`config.mk`:
```
export PLATFORM = sky130hd
export DESIGN_NAME = lsu_stack_ctrl
export DESIGN_NICKNAME = d
export VERILOG_FILES = /design/src/rtl/lsu_pkg.sv /design/src/rtl/lsu_sp_reg.sv /design/src/rtl/lsu_stack_ctrl.sv
export SDC_FILE = /design/constraint.sdc
export NUM_CORES = 1
export LEC_CHECK = 0
export ABC_AREA = 1
export CELL_PAD_IN_SITES_DETAIL_PLACEMENT = 0
export CELL_PAD_IN_SITES_GLOBAL_PLACEMENT = 2
export CORE_MARGIN = 4
export CORE_UTILIZATION = 30
export CTS_CLUSTER_SIZE = 40
export DETAILED_ROUTE_END_ITERATION = 10
export PLACE_DENSITY_LB_ADDON = 0.12
export SYNTH_ARGS = -nofsm -noshare
export SYNTH_HDL_FRONTEND = slang
export SYNTH_HIERARCHICAL = 1
export SYNTH_SLANG_ARGS = --single-unit
```
`constraint.sdc`:
```
create_clock -name clk -period 2.5 [get_ports clk]
set_input_delay 0.375 -clock clk [delete_from_list [all_inputs] [get_ports clk]]
set_output_delay 0.375 -clock clk [all_outputs]
set_load 0.01 [all_outputs]
```
`src/rtl/lsu_pkg.sv`:
```
// Shared types and default constants for the LSU stack controller.
package lsu_pkg;

    typedef enum logic [1:0] {
        IDLE   = 2'd0,
        ACCESS = 2'd1,
        RESP   = 2'd2
    } lsu_state_e;

    localparam logic [14:0]  SP_TOP_DEF = 15'h7FFF;
    localparam int unsigned  DEPTH_DEF  = 256;

    typedef struct packed {
        logic req;
        logic we;
    } mem_cmd_t;

endpackage

```
`src/rtl/lsu_sp_reg.sv`:
```
// Stack pointer register with inc/dec enables and a one-cycle-delayed debug copy.
module lsu_sp_reg
    import lsu_pkg::*;
#(
    parameter int unsigned     SP_W   = 15,
    parameter logic [SP_W-1:0] SP_TOP = SP_TOP_DEF
) (
    input  logic            clk_i,
    input  logic            rst_i,
    input  logic            inc_i,
    input  logic            dec_i,
    output logic [SP_W-1:0] sp_o,
    output logic [SP_W:0]   sp_dbg_o
);

    logic [SP_W-1:0] ptr_q, ptr_d;
    logic [SP_W:0]   dbg_q;

    always_comb begin
        ptr_d = ptr_q;
        if (inc_i) begin
            ptr_d = ptr_q + SP_W'(1);
        end else if (dec_i) begin
            ptr_d = ptr_q - SP_W'(1);
        end
    end

    always_ff @(posedge clk_i or posedge rst_i) begin
        if (rst_i) begin
            ptr_q <= SP_TOP;
            dbg_q <= {1'b0, SP_TOP};
        end else begin
            ptr_q <= ptr_d;
            dbg_q <= {1'b0, ptr_q};
        end
    end

    assign sp_o     = ptr_q;
    assign sp_dbg_o = dbg_q;

endmodule

```
`src/rtl/lsu_stack_ctrl.sv`:
```
// Push/pop sequencer: one op per handshake, runs the memory access, returns pop data.
// Optional overflow/underflow guard enabled by `LSU_STACK_GUARD_EN.
module lsu_stack_ctrl
    import lsu_pkg::*;
#(
    parameter int unsigned     DATA_W = 8,
    parameter int unsigned     SP_W   = 15,
    parameter logic [SP_W-1:0] SP_TOP = SP_TOP_DEF,
    parameter int unsigned     DEPTH  = DEPTH_DEF
) (
    input  logic              clk,
    input  logic              rst,
    input  logic              op_valid,
    input  logic              op_push,
    input  logic [DATA_W-1:0] op_wdata,
    output logic              op_ready,
    output logic              rsp_valid,
    output logic [DATA_W-1:0] rsp_rdata,
    output logic              rsp_err,
    output logic              mem_req,
    output logic              mem_we,
    output logic [SP_W:0]     mem_addr,
    output logic [DATA_W-1:0] mem_wdata,
    input  logic              mem_ack,
    input  logic [DATA_W-1:0] mem_rdata,
    output logic [SP_W:0]     sp_q
);

    localparam logic [SP_W-1:0] SP_FULL = SP_TOP - SP_W'(DEPTH);

    lsu_state_e      state_q;
    mem_cmd_t        cmd_q;
    logic            push_q;
    logic            err_q;
    logic            guard_hit;
    logic            ack_fire;
    logic [SP_W-1:0] sp;
    logic [SP_W-1:0] sp_above;

    assign sp_above = sp + SP_W'(1);
    assign ack_fire = (state_q == ACCESS) && mem_ack;

`ifdef LSU_STACK_GUARD_EN
    assign guard_hit = op_push ? (sp == SP_FULL) : (sp == SP_TOP);
`else
    logic unused_full;
    assign unused_full = ^SP_FULL;
    assign guard_hit   = 1'b0;
`endif

    lsu_sp_reg #(
        .SP_W   (SP_W),
        .SP_TOP (SP_TOP)
    ) u_sp_reg (
        .clk_i    (clk),
        .rst_i    (rst),
        .inc_i    (ack_fire && !push_q),
        .dec_i    (ack_fire && push_q),
        .sp_o     (sp),
        .sp_dbg_o (sp_q)
    );

    always_ff @(posedge clk or posedge rst) begin
        if (rst) begin
            state_q   <= IDLE;
            cmd_q     <= '0;
            push_q    <= 1'b0;
            err_q     <= 1'b0;
            op_ready  <= 1'b1;
            rsp_valid <= 1'b0;
            rsp_rdata <= '0;
            mem_addr  <= '0;
            mem_wdata <= '0;
        end else begin
            rsp_valid <= 1'b0;
            unique case (state_q)
                IDLE: begin
                    if (op_valid && op_ready) begin
                        push_q   <= op_push;
                        err_q    <= guard_hit;
                        op_ready <= 1'b0;
                        // A guarded error skips the memory phase entirely.
                        if (guard_hit) begin
                            state_q   <= RESP;
                            rsp_valid <= 1'b1;
                            rsp_rdata <= '0;
                        end else begin
                            state_q   <= ACCESS;
                            cmd_q     <= '{req: 1'b1, we: op_push};
                            mem_addr  <= {1'b0, op_push ? sp : sp_above};
                            mem_wdata <= op_push ? op_wdata : '0;
                        end
                    end
                end
                ACCESS: begin
                    if (mem_ack) begin
                        state_q   <= RESP;
                        cmd_q     <= '0;
                        rsp_valid <= 1'b1;
                        rsp_rdata <= push_q ? '0 : mem_rdata;
                    end
                end
                RESP: begin
                    state_q  <= IDLE;
                    op_ready <= 1'b1;
                end
                default: begin
                    state_q  <= IDLE;
                    cmd_q    <= '0;
                    op_ready <= 1'b1;
                end
            endcase
        end
    end

    assign mem_req = cmd_q.req;
    assign mem_we  = cmd_q.we;
    assign rsp_err = err_q;

endmodule

```
==> flow_metrics.env <==
export IMPL_post_synth_top_count_cell="nand2_1"
export IMPL_cts_root_buf="clkbuf_16"
export IMPL_yosysUniqueCellTypes=36
export IMPL_grt_ovfl_total=0
export IMPL_postCtsSetupBuffers=0
export IMPL_p_per_area_nw_per_um2=1450
export IMPL_fin_setup_tns_ns=0
export IMPL_synth_edff_count=0
export IMPL_tritoncts="done"
export IMPL_ant_nets=0
export IMPL_rsz0062_at_grt="no"
export IMPL_yosys_area_top_type="dfrtp_1"
export IMPL_synth_seq_cells=68
export IMPL_synth_cells=453
export IMPL_syn_to_final_growth_pct=35.9
export IMPL_layout_setup_ws_ns=0.295
export IMPL_endpoint_kind="register"
export IMPL_p_leak_nw=2.41
export IMPL_cts_buffers=9
export IMPL_die_y_um=118
export IMPL_vdd_ir_drop_max_uv=470
export IMPL_setup_violations=0
export IMPL_grt_max_degree=39
export IMPL_post_place_ws_ns=-0.0625
export IMPL_power_frac_comb_pct=49.8
export IMPL_cts_sinks=68
export IMPL_syn_area_per_cell_um2=8.02
export IMPL_ios=74
export IMPL_clock_path_buffers=2
export IMPL_core_um2=11600
export IMPL_holdBufCountCts=0
export IMPL_fmax_mhz=454
export IMPL_drv_cap=0
export IMPL_drt_initial_drc_count=122
export IMPL_finClkSkew_ns=0.00493
export IMPL_grt_util_all_layers_pct=14.8
export IMPL_crit_chain="clkdlybuf4s50_1, nand2_1, nor2_4, inv_1, buf_4, ha_1, inv_1, nand2_1, nand3_1, nand2_1, or2_2, nand3_1, nand2_1"
export IMPL_drc=0
export IMPL_seqPwrFrac_pct=31.2
export IMPL_hold_ws_ns=0.400
export IMPL_grt_pass1_vias=3246
export IMPL_start_util_pct=31.3
export IMPL_slew_violations=0
export IMPL_path_max_fanout=7
export IMPL_drive_above_1_share_pct=15.4
export IMPL_dr_pass1_iters=4
export IMPL_switchingPower_w=0.00282
export IMPL_syn_area_um2=3630
export IMPL_worst_setup_path_type="in -> reg"
export IMPL_hp_class="reg -> reg"
export IMPL_cp_start_kind="input pin"
export IMPL_viasPerCell=4.49
export IMPL_synthTopCellsByCount="nand2_1, inv_1, nand3_1, dfrtp_1"
export IMPL_cts_htree_levels=3
export IMPL_num_nets_final=582
export IMPL_sw_frac_of_total_pct=39.3
export IMPL_ys_async_sr_fraction_pct=100
export IMPL_clk_pin_slew_ns=0.06
export IMPL_place_congestion=0.784
export IMPL_fin_crit_ns=2.20
export IMPL_hpwlAfterDp_mm=7.15
export IMPL_yosysSeqAreaShare_pct=47.9
export IMPL_status="completed"
export IMPL_fp_dieW_um=118
export IMPL_post_route_period_util_pct=88.2
export IMPL_internal_power_w=0.00436
export IMPL_num_vias=3116
export IMPL_routedWlPerCell_um=13.8
export IMPL_worstPathRequired_ns=2.76
export IMPL_clock_latency_ns=0.33
export IMPL_synth_top_area_share_pct=25.5
export IMPL_slowest_stage="clkdlybuf4s50_1"
export IMPL_slowest_delay_ns=0.51
export IMPL_rows=39
export IMPL_portBuffers=70
export IMPL_antenna_found_initial=0
export IMPL_die_area_um2=13900
export IMPL_ctsResizeCount=0
export IMPL_ys_top_cells_by_area="dfrtp_1, dfstp_2, nand2_1"
export IMPL_diodes=0
export IMPL_yosys_warnings=6
export IMPL_clkPwrFrac_pct=19.0
export IMPL_grt_pass1_wl_mm=16.4
export IMPL_critPathArrivalTime_ns=2.46
export IMPL_finalHoldViolCount=0
export IMPL_wl_mm=9.60
export IMPL_synth_flop_cell="dfrtp_1"
export IMPL_cpMostUsedCell="nand2_1"
## stage by stage
step           total power, W  util, %  cell area [um2]  instances
6_report              0.00718     42.5             4930        694
3_5_place_dp          0.00589     39.7             4610        678
5_1_grt               0.00785     42.5             4930        694
3_3_place_gp          0.00586     39.7             4610        678
4_1_cts               0.00730     42.5             4930        694
2_1_floorplan         0.00430        -             3640        454
## power groups by stage
stage                     clock network, W  registers [W]  logic, W
after floorplan                          0        0.00229   0.00201
after global placement                   0        0.00226   0.00361
after detailed placement                 0        0.00227   0.00361
after CTS                          0.00141        0.00226   0.00364
after global routing               0.00145        0.00232   0.00408
final                              0.00137        0.00224   0.00357
## sequential cells by signal, summed over array words and instances (netlist names), 2 cells and up
name	cells
mem_addr	15
u_sp_reg/sp_dbg_o	15
u_sp_reg/sp_o	15
rsp_rdata	8
state_q	2
mem_wdata	8
## placed cells by master (no fill, tap or decap), types with 9 or more instances in the layout
cell	netlist	layout
dfrtp_1	37	36
clkbuf_16	0	9
dfstp_2	31	31
o21ai_0	14	14
nand2_1	154	154
nand4_1	9	9
ha_1	14	14
inv_1	56	56
clkdlybuf4s50_1	0	70
buf_4	3	22
nor2_1	31	30
nand3_1	44	44
a21oi_1	9	9
## layer usage
metal  wire (um)  global-route usage (%)  part of all wire, %
met5           0                       0                    0
met4         250                    7.91                  2.6
met3         336                    2.64                  3.5
met2        4440                    24.2                   46
met1        4570                    18.5                   48
## critical path: cells and delay by family
kind | cells | cell delay, ns
fa+ha+maj | 1 | 0.34
simple gates | 8 | 0.88
buf+inv | 4 | 0.86
## layout make-up
| cell class | count | area [um2] |
|---|---|---|
| Fill cell | 1196 | 6680 |
| Sequential cell | 68 | 1740 |
| Multi-Input combinational cell | 316 | 1610 |
| Timing Repair Buffer | 92 | 866 |
| Clock buffer | 12 | 246 |
| Inverter | 59 | 221 |
| Tap cell | 143 | 179 |
| Clock inverter | 4 | 72.6 |
## logic make-up after synthesis
| logic type | share of synthesized area (%) |
|---|---|
| compound gates | 6.13 |
| xor+xnor | 1.45 |
| simple gates | 30.9 |
| buf+inv | 7.99 |
| flops | 47.9 |
| fa+ha+maj | 5.37 |
| other cells | 0.207 |
## final timing paths
check                             startpoint                    end  slack [ns]  cells past startpoint
min in group asynchronous                rst            mem_addr[4]        0.48                      3
hold reg to reg            u_sp_reg/sp_o[14]  u_sp_reg/sp_dbg_o[14]        0.40                      0
setup reg to reg                  state_q[0]       u_sp_reg/sp_o[5]        0.30                     14
max in group asynchronous                rst             state_q[1]        1.64                      3
setup / recovery                     mem_ack       u_sp_reg/sp_o[5]        0.30                     13
hold / removal             u_sp_reg/sp_o[14]  u_sp_reg/sp_dbg_o[14]        0.40                      0
No activity file was read; power rests on OpenSTA's default activity.
